### config.mk
export PLATFORM = sky130hd
export DESIGN_NAME = fetch_queue_unit
export DESIGN_NICKNAME = d
export VERILOG_FILES = /design/src/rtl/fetch_pkg.sv /design/src/rtl/fetch_fifo.sv /design/src/rtl/fetch_queue_unit.sv
export SDC_FILE = /design/constraint.sdc
export NUM_CORES = 1
export LEC_CHECK = 0
export CAP_MARGIN = 20
export CELL_PAD_IN_SITES_DETAIL_PLACEMENT = 0
export CELL_PAD_IN_SITES_GLOBAL_PLACEMENT = 1
export CORE_ASPECT_RATIO = 0.7
export CORE_MARGIN = 2
export CORE_UTILIZATION = 50
export DETAILED_ROUTE_END_ITERATION = 16
export DONT_BUFFER_PORTS = 1
export MAX_ROUTING_LAYER = met4
export PLACE_DENSITY = 0.73
export SLEW_MARGIN = 30
export SYNTH_ARGS = -nofsm -noshare
export SYNTH_HDL_FRONTEND = slang
export SYNTH_SLANG_ARGS = --single-unit
### constraint.sdc
create_clock -name clk -period 5.83 [get_ports clk]
set_input_delay 0.583 -clock clk [delete_from_list [all_inputs] [get_ports clk]]
set_output_delay 0.583 -clock clk [all_outputs]
set_load 0.05 [all_outputs]
### src/rtl/fetch_pkg.sv
// rtl/fetch_pkg.sv - shared types and width helpers for the fetch front end
package fetch_pkg;

   localparam int FETCH_DW = 20;
   localparam int FETCH_AW = 8;

   typedef enum logic {
      RUN   = 1'b0,
      FLUSH = 1'b1
   } fetch_state_t;

   typedef struct packed {
      logic [FETCH_DW-1:0] data;
      logic [FETCH_AW-1:0] pc;
   } fetch_entry_t;

   // Bits needed to index DEPTH slots.
   function automatic int idx_w(input int depth);
      return (depth > 1) ? $clog2(depth) : 1;
   endfunction

   // Bits needed for a counter spanning 0..DEPTH inclusive.
   function automatic int cnt_w(input int depth);
      return $clog2(depth + 1);
   endfunction

endpackage

### src/rtl/fetch_fifo.sv
// rtl/fetch_fifo.sv - in-order queue of fetched words with flush and occupancy count
//
// Ports:
//   clk, rst      clock, asynchronous active-low reset
//   flush         drop every entry (wins over push/pop)
//   push/push_entry  write one entry at the tail
//   pop           retire the head entry
//   head_entry    current head (meaningful only when !empty)
//   empty, count  occupancy
module fetch_fifo
   import fetch_pkg::*;
#(
   parameter int DEPTH = 4
) (
   input  logic                    clk,
   input  logic                    rst,
   input  logic                    flush,
   input  logic                    push,
   input  fetch_entry_t            push_entry,
   input  logic                    pop,
   output fetch_entry_t            head_entry,
   output logic                    empty,
   output logic [cnt_w(DEPTH)-1:0] count
);

   localparam int IW = idx_w(DEPTH);
   localparam int CW = cnt_w(DEPTH);
   localparam logic [CW-1:0] FULL_CNT = CW'(DEPTH);

   fetch_entry_t  mem [DEPTH];
   logic [IW-1:0] rd_ptr;
   logic [IW-1:0] wr_ptr;
   logic [CW-1:0] cnt;
   logic          do_push;
   logic          do_pop;

   assign do_push    = push && (cnt != FULL_CNT) && !flush;
   assign do_pop     = pop && (cnt != '0) && !flush;
   assign head_entry = mem[rd_ptr];
   assign empty      = (cnt == '0);
   assign count      = cnt;

   // Storage needs no reset: the head is only looked at while the queue is non-empty.
   always_ff @(posedge clk) begin
      if (do_push) begin
         mem[wr_ptr] <= push_entry;
      end
   end

   // DEPTH is a power of two, so the pointers wrap naturally.
   always_ff @(posedge clk or negedge rst) begin
      if (!rst) begin
         rd_ptr <= '0;
         wr_ptr <= '0;
         cnt    <= '0;
      end else if (flush) begin
         rd_ptr <= '0;
         wr_ptr <= '0;
         cnt    <= '0;
      end else begin
         if (do_push) begin
            wr_ptr <= wr_ptr + IW'(1);
         end
         if (do_pop) begin
            rd_ptr <= rd_ptr + IW'(1);
         end
         cnt <= cnt + CW'(do_push) - CW'(do_pop);
      end
   end

endmodule

### src/rtl/fetch_queue_unit.sv
// rtl/fetch_queue_unit.sv - decoupled instruction fetch: PC, pipelined imem requests, in-order queue, redirects
//
// Ports:
//   clk, rst                      clock, asynchronous active-low reset
//   imem_req/imem_addr/imem_gnt   request channel; a grant is imem_req && imem_gnt
//   imem_rvalid/imem_rdata        in-order responses, at least one cycle after the grant
//   redirect_valid/redirect_pc    taken branch/jump pulse and its target
//   inst_valid/inst_ready         head-of-queue handshake towards decode
//   inst_data/inst_pc             head instruction word and its PC
//   perf_fetched/perf_dropped     saturating counters, present only with FETCH_PERF_EN
//
// Optional feature macro: FETCH_PERF_EN
module fetch_queue_unit
   import fetch_pkg::*;
#(
   parameter int                       DATA_WIDTH    = FETCH_DW,
   parameter int                       ADDRESS_WIDTH = FETCH_AW,
   parameter int                       QUEUE_DEPTH   = 4,
   parameter logic [ADDRESS_WIDTH-1:0] RESET_PC      = '0
) (
   input  logic                     clk,
   input  logic                     rst,
   output logic                     imem_req,
   output logic [ADDRESS_WIDTH-1:0] imem_addr,
   input  logic                     imem_gnt,
   input  logic                     imem_rvalid,
   input  logic [DATA_WIDTH-1:0]    imem_rdata,
   input  logic                     redirect_valid,
   input  logic [ADDRESS_WIDTH-1:0] redirect_pc,
   output logic                     inst_valid,
   input  logic                     inst_ready,
   output logic [DATA_WIDTH-1:0]    inst_data,
   output logic [ADDRESS_WIDTH-1:0] inst_pc
`ifdef FETCH_PERF_EN
   ,
   output logic [31:0]              perf_fetched,
   output logic [31:0]              perf_dropped
`endif
);

   localparam int CW = cnt_w(QUEUE_DEPTH);
   localparam logic [CW:0] DEPTH_LIM = (CW+1)'(QUEUE_DEPTH);

   fetch_state_t             state, state_n;
   logic [ADDRESS_WIDTH-1:0] pc, pc_n;
   logic [CW-1:0]            outstanding, outstanding_n;
   logic [CW-1:0]            drop_cnt, drop_n;
   logic [CW-1:0]            q_count;
   logic [CW:0]              in_use;
   logic                     q_empty;
   logic                     rsp_ok;
   logic                     grant;
   logic                     push;
   logic                     pop;
   fetch_entry_t             push_entry;
   fetch_entry_t             head_entry;

   always_comb begin
      // A response with nothing in flight belongs to no request and is ignored.
      rsp_ok = imem_rvalid && (outstanding != '0);
      in_use = {1'b0, q_count} + {1'b0, outstanding};

      // rst gates the request so the bus sees it low for the whole reset, not just after an edge.
      imem_req  = rst && (state == RUN) && !redirect_valid && (in_use < DEPTH_LIM);
      imem_addr = pc;
      grant     = imem_req && imem_gnt;

      inst_valid = !q_empty && !redirect_valid;
      pop        = inst_valid && inst_ready;
      push       = (state == RUN) && rsp_ok && !redirect_valid;

      // In RUN every in-flight request is live and they were issued at consecutive PCs
      // ending at pc-1, so the oldest one (the one answering now) sits at pc-outstanding.
      push_entry.data = imem_rdata;
      push_entry.pc   = pc - ADDRESS_WIDTH'(outstanding);

      inst_data = q_empty ? '0 : head_entry.data;
      inst_pc   = q_empty ? '0 : head_entry.pc;

      outstanding_n = outstanding + CW'(grant) - CW'(rsp_ok);
      pc_n          = pc;
      state_n       = state;
      drop_n        = drop_cnt;

      if (redirect_valid) begin
         pc_n    = redirect_pc;
         drop_n  = outstanding - CW'(rsp_ok);
         state_n = (drop_n != '0) ? FLUSH : RUN;
      end else begin
         if (grant) begin
            pc_n = pc + ADDRESS_WIDTH'(1);
         end
         if ((state == FLUSH) && rsp_ok) begin
            drop_n = drop_cnt - CW'(1);
            if (drop_n == '0) begin
               state_n = RUN;
            end
         end
      end
   end

   always_ff @(posedge clk or negedge rst) begin
      if (!rst) begin
         state       <= RUN;
         pc          <= RESET_PC;
         outstanding <= '0;
         drop_cnt    <= '0;
      end else begin
         state       <= state_n;
         pc          <= pc_n;
         outstanding <= outstanding_n;
         drop_cnt    <= drop_n;
      end
   end

   fetch_fifo #(
      .DEPTH (QUEUE_DEPTH)
   ) u_fifo (
      .clk        (clk),
      .rst        (rst),
      .flush      (redirect_valid),
      .push       (push),
      .push_entry (push_entry),
      .pop        (pop),
      .head_entry (head_entry),
      .empty      (q_empty),
      .count      (q_count)
   );

`ifdef FETCH_PERF_EN
   logic [CW:0] drop_inc;
   logic [32:0] fetched_sum;
   logic [32:0] dropped_sum;

   // Dropped work: responses discarded on a redirect or during FLUSH, plus entries flushed from the queue.
   always_comb begin
      drop_inc = '0;
      if (redirect_valid) begin
         drop_inc = {1'b0, q_count} + (CW+1)'(rsp_ok);
      end else if ((state == FLUSH) && rsp_ok) begin
         drop_inc = (CW+1)'(1);
      end
      fetched_sum = {1'b0, perf_fetched} + 33'(pop);
      dropped_sum = {1'b0, perf_dropped} + 33'(drop_inc);
   end

   always_ff @(posedge clk or negedge rst) begin
      if (!rst) begin
         perf_fetched <= '0;
         perf_dropped <= '0;
      end else begin
         perf_fetched <= fetched_sum[32] ? '1 : fetched_sum[31:0];
         perf_dropped <= dropped_sum[32] ? '1 : dropped_sum[31:0];
      end
   end
`endif

   // Memory returning a word nobody asked for.
   assert property (@(posedge clk) disable iff (!rst) !(imem_rvalid && (outstanding == '0)));

endmodule

=== Word level (Yosys, flattened, before mapping) ===
Memories as Yosys holds them, arrays and structs flattened.
Cells that the tools add are included.

* Register bits after elaboration: 22
* Word-level logic and storage cells: 66
* Output and inout bits: 38
* Input bits: 34
* Memory bits (writable): 112
* Memories kept: 1

* Equal/unequal tests: 1
* Reductions and logical operators: 27
* Bitwise gates (word level): 1
* Magnitude comparators: 1
* Multiplexer cells: 17
* Add/sub/neg operators: 11

{| class="wikitable"
|+ Memories
! name !! words !! width !! rd ports !! clocked after memory_dff !! write ports !! line !! text
|-
| u_fifo.mem || 4 || 28 || 1 || 0 || 1 || fetch_fifo.sv:30 || <nowiki>fetch_entry_t mem [DEPTH];</nowiki>
|}

{| class="wikitable"
|+ Operators by type and width
! operator !! count
|-
| 2-to-1 mux 8 bit || 3
|-
| 2-to-1 mux 20 bit || 1
|-
| logical AND 1 bit || 14
|-
| nonzero test 2 bit || 5
|-
| 2-to-1 mux 3 bit || 3
|-
| nonzero test 3 bit || 3
|-
| subtractor 3 x 1 -> 3 bit || 3
|-
| adder 8 x 1 -> 8 bit, second input constant || 1
|-
| 2-to-1 mux 2 bit || 4
|-
| subtractor 8 x 3 -> 8 bit || 1
|-
| adder 3 x 1 -> 3 bit || 2
|-
| zero test 3 bit || 2
|-
| 2-to-1 mux 1 bit || 6
|-
| adder 2 x 1 -> 2 bit, second input constant || 2
|-
| adder 3 x 3 -> 4 bit || 1
|-
| less-than comparator 4 x 3 -> 1 bit, second input constant || 1
|-
| inequality test 3 bit, second input constant || 1
|-
| subtractor 3 x 1 -> 3 bit, second input constant || 1
|-
| zero test 1 bit || 2
|-
| AND reduction 2 bit || 1
|-
| NOT 1 bit || 1
|}

=== Depth between registers and ports, before layout ===
* Word-level depth: 9
* Mapped depth: 12

=== Hierarchy ===
Synthesis repeated with hierarchy kept, for this count alone.

* Cell total of the unflattened synthesis: 347
* Area total of the unflattened synthesis: 5870.6 µm²

{| class="wikitable"
|+ By module, submodules not included
! module !! sequential area each (µm²) !! area an instance (µm²) !! times used !! cells each
|-
| fetch_fifo || 3538.4 || 4516.8 || 1 || 193
|-
| fetch_queue_unit || 375.4 || 1353.8 || 1 || 154
|}

=== Worst setup path after synthesis ===
Ideal clock, no wire load.

* Path kind: input-to-reg
* Start: in redirect_valid
* End: reg outstanding[2]
* Arrival time: 2530 ps
* Library setup time: 125 ps
* Cell stages on the path: 12
* Required time: 5705 ps
* Setup slack: 3175 ps
* Path through: buf_6 > nor4_4 > and4_1 > buf_6 > inv_2 > buf_6 > ha_1 > inv_1 > ha_1 > fa_1 > xnor2_1 > xnor2_1

* Word-level cells in the longest chain between the ends: 6

{| class="wikitable"
|+ Ends and longest elaborated chain
! item !! line !! text
|-
| start: declaration || fetch_queue_unit.sv:28 || <nowiki>input logic redirect_valid,</nowiki>
|-
| zero test 1 bit || fetch_queue_unit.sv:64 || <nowiki>imem_req = rst && (state == RUN) && !redirect_valid && (in_use < DEPTH_LIM);</nowiki>
|-
| logical AND 1 bit (2 in a row) || fetch_queue_unit.sv:64 ||
|-
| logical AND 1 bit || fetch_queue_unit.sv:66 || <nowiki>grant = imem_req && imem_gnt;</nowiki>
|-
| adder 3 x 1 -> 3 bit || fetch_queue_unit.sv:80 || <nowiki>outstanding_n = outstanding + CW'(grant) - CW'(rsp_ok);</nowiki>
|-
| subtractor 3 x 1 -> 3 bit || fetch_queue_unit.sv:80 ||
|-
| net outstanding_n[2] || fetch_queue_unit.sv:46 || <nowiki>logic [CW-1:0] outstanding, outstanding_n;</nowiki>
|-
| end signal: assignment || fetch_queue_unit.sv:111 || <nowiki>outstanding <= outstanding_n;</nowiki>
|-
| end: declaration || fetch_queue_unit.sv:46 ||
|}

The timed path passes the listed nets, and every way through them passes these cells.
A chain may end at the register's enable or synchronous reset.

=== Worst setup path in the final report ===
* Start: reg u_fifo.rd_ptr[0]
* End: out inst_pc[2]

* Word-level cells in the longest chain between the ends: 2

{| class="wikitable"
|+ Ends and longest elaborated chain
! item !! line !! text
|-
| start: declaration || fetch_fifo.sv:31 || <nowiki>logic [IW-1:0] rd_ptr;</nowiki>
|-
| start signal: assignment || fetch_fifo.sv:65 || <nowiki>rd_ptr <= rd_ptr + IW'(1);</nowiki>
|-
| memory read (4 x 28 bit) || - ||
|-
| 2-to-1 mux 8 bit || fetch_queue_unit.sv:78 || <nowiki>inst_pc = q_empty ? '0 : head_entry.pc;</nowiki>
|-
| end: declaration || fetch_queue_unit.sv:33 || <nowiki>output logic [ADDRESS_WIDTH-1:0] inst_pc</nowiki>
|}

Every way passes these cells.

==> run_results.csv <==
group,metric,value,unit
run_status,outcome,"finished, final reports clean",
power,power.density,512,nW/um^2
cells_and_area,drive_above_1_share,21.2,%
grt,grt_pass1_wl,16.6,mm
power,p_sw,1.19,mW
placed_design,place_ws,2.78,ns
floorplan,fp.dieW,133,um
detailed_routing,drt_first_pass_iters,4,
setup_path,slowest_delay,0.82,ns
detailed_routing,wl_met2,4.84,mm
logic_synthesis,synth_edf_count,112,
setup_path,cp.required,5.25,ns
logic_synthesis,synth_ff_type,"edfxtp_1",
logic_synthesis,synth_nets,402,
detailed_routing,wl_per_cell,19.9,um
power,pwr-share-comb,27.2,%
detailed_routing,avgViaCountPerCell,5.60,
grt,antenna_found_initial,0,
grt,grt_max_degree,31,
timing,skew,0.00473,ns
placed_design,dp_cells,488,
flow_run,cap_violations,0,
detailed_routing,drt_wl_total,10.4,mm
floorplan,ios,72,
timing,setup_viol,0,
grt,grt.total_usage,18.8,%
power,power_frac_seq,37.2,%
placed_design,hpwl,6.44,mm
timing,slew_viol_final,0,
cells_and_area,fin_nets,410,
setup_path,crit_path_start_kind,"flop",
logic_synthesis,async_flop_share,16.4,%
floorplan,start_util,52.1,%
timing,grt_setup_unrepaired,"no",
detailed_routing,via_count,2916,
setup_path,cpMaxStageDelayCell,"dfrtp_4",
logic_synthesis,synthCells,347,
clocking,insertion_delay,0.41,ns
timing,finalHoldViolCount,0,
worst_hold_path,min_path_type,"input pin to asynchronous set/reset pin",
floorplan,fp.coreArea,11200,sq um
setup_path,worstPathArrival,2.38,ns
clocking,cts_max_level,4,
detailed_routing,drt_iter0_drc,284,
placed_design,gp_congestion,0.730,
detailed_routing,route.detailed.drc,0,
power,clkPwrFrac,35.6,%
clocking,cts_tree,"done",
setup_path,worstSetupPathType,"flop to output port",
power,swShare,34.7,%
logic_synthesis,yosysSeqAreaShare,67.0,%
logic_synthesis,synth_cell_types,43,
logic_synthesis,yosys_warnings,0,
detailed_routing,postRouteAntennaNets,0,
setup_path,path_delay_family,"flip-flops",
logic_synthesis,syn-cell-area,5840,sq um
clocking,cts_sinks,134,
power,p_leak,2.29,nW
setup_path,worst_setup_path_end_kind,"output port",
setup_path,critPathBufInv,0,
timing,fin_ws,2.86,ns
detailed_routing,top_layer_used,"met4",
logic_synthesis,synth.avg_cell_area,16.8,sq um
grt,grt_pass1_vias,3113,
setup_path,cp.depth,2,
clocking,clkTransAtPathRegs,0.06,ns
timing,setup_tns,0,ns
detailed_routing,wl_met3,689,um
cells_and_area,stdcell_count,521,
timing,relSlewSlack,33.1,%
power,intPower,2.23,mW
clocking,clock-root-buffer,"clkbuf_16",
timing,tightest_slew,1.00,ns
floorplan,die_h,94.4,um
cells_and_area,postLayoutCoreUtil,59.6,%
placed_design,io_buffers,0,
setup_path,worstRegToRegCells,10,
grt,grt_overflow,0,
timing,period_needed,2.97,ns
detailed_routing,wl_met1,4.73,mm
logic_synthesis,ys_seq_elements,134,
setup_path,path_cells,"mux4_2, nor2b_1",
setup_path,worstPathMaxFanout,30,
floorplan,placementRows,32,
power,fin_total_pwr,3.42,mW
clocking,cts_buffer_depth,2,
cells_and_area,area_growth,14.4,%
cells_and_area,antenna_cells,0,
floorplan,die_area,12600,sq um
clocking,cts_buffers,17,
timing,post-route-period-util,50.9,%
power,irDropWorstVdd,0.225,mV
timing,fmax,337,MHz
[cells in the final DEF, fill, tap and decap left out, drive strengths merged, types with 2 or more instances in the layout]
cell type,count
nor2,8
nand4,2
nand2,7
and2,4
mux4,28
buf,7
nand3b,2
a21oi,4
mux2i,2
nand2b,2
ha,18
nor3,3
clkinvlp,2
fa,3
nor2b,31
clkbuf,17
inv,22
nor3b,2
o21ai,5
a32oi,4
xor2,5
xnor2,11
bufinv,6
clkinv,4
dfrtp,22
and4,2
or3,5
edfxtp,112
nand3,14
[through the flow]
stage	hold slack, ns	area (sq um)
5_1_grt	0.167	6680
3_5_place_dp	0.288	6000
3_3_place_gp	0.288	5990
2_1_floorplan	0.287	5840
4_1_cts	0.213	6690
6_report	0.134	6680
[flip-flops by register name, summed over array words and instances (netlist names)]
register / count
u_fifo.mem: 112
imem_addr: 8
drop_cnt: 3
outstanding: 3
u_fifo.count: 3
u_fifo.rd_ptr: 2
u_fifo.wr_ptr: 2
state: 1
[kinds of logic (layout without fill, tap and decap cells)]
group                    Yosys count  after routing  share of synthesized area [%]
multiplexers                      31             31                           11.3
XOR/XNOR                          16             16                           2.40
flip-flops                       134            134                           67.0
buffers and inverters             37             58                           2.87
adder cells (fa/ha/maj)           21             21                           4.88
AND/OR/NAND/NOR                   87             87                           8.95
AO/OA/AOI/OAI                     21             21                           2.55
[cell usage after synthesis (all sizes together) (3+ instances only)]
| cell type | n | share of area, % |
|---|---|---|
| nor2b | 31 | 3.3 |
| or3 | 5 | 0.54 |
| mux4 | 28 | 11 |
| xor2 | 5 | 0.75 |
| inv | 19 | 1.2 |
| fa | 3 | 1.0 |
| nand2 | 7 | 0.45 |
| o21ai | 5 | 0.43 |
| a21oi | 4 | 0.34 |
| clkbuf | 9 | 0.58 |
| dfrtp | 22 | 9.4 |
| nand3 | 14 | 1.2 |
| nor3 | 3 | 0.26 |
| xnor2 | 11 | 1.6 |
| nor2 | 8 | 0.51 |
| buf | 9 | 1.1 |
| ha | 18 | 3.9 |
| edfxtp | 112 | 58 |
| and2 | 4 | 0.43 |
| a32oi | 4 | 0.60 |
[path summary, 6_finish.rpt]
| path | start | to | slack [ns] |
|---|---|---|---|
| min reg2reg | u_fifo.wr_ptr[0]$_DFFE_PN0P_ | u_fifo.wr_ptr[0]$_DFFE_PN0P_ | 0.55 |
| max in group asynchronous | rst | u_fifo.rd_ptr[0]$_DFFE_PN0P_ | 5.30 |
| min in group clk | redirect_valid | u_fifo.count[0]$_DFF_PN0_ | 0.24 |
| min | rst | drop_cnt[2]$_DFFE_PN0P_ | 0.13 |
| max reg2reg | outstanding[2]$_DFF_PN0_ | outstanding[2]$_DFF_PN0_ | 2.95 |
| max | u_fifo.rd_ptr[0]$_DFFE_PN0P_ | inst_pc[2] | 2.86 |
[per-layer routing]
metal  track usage (%)  vias up
li1                  -     1338
met2              28.5       73
met3              6.87       12
met4              7.62        0
met1              23.3     1493
met5                 -        -
[what timing repair did]
item / CTS / global route
setup buffers: 0 / 0
endpoints found under the hold margin: 22 / 0
gates resized for setup: 0 / 0
hold buffers: 1 / 0
[power groups by stage]
stage,Sequential [mW],Clock (mW),Combinational (mW)
2_1_floorplan,1.22,0,0.847
4_1_cts,1.27,1.23,0.945
5_1_grt,1.29,1.27,1.01
3_5_place_dp,1.29,0,0.933
3_3_place_gp,1.29,0,0.913
6_report,1.27,1.22,0.929
[area by class of cell]
cell class	count	area (sq um)
Clock buffer	17	425
Clock inverter	15	249
Fill cell	839	4530
Inverter	19	71.3
Multi-Input combinational cell	176	1780
Sequential cell	134	3920
Tap cell	153	191
Timing Repair Buffer	7	50.0
Note: power is estimated with default switching activity, not from simulation.
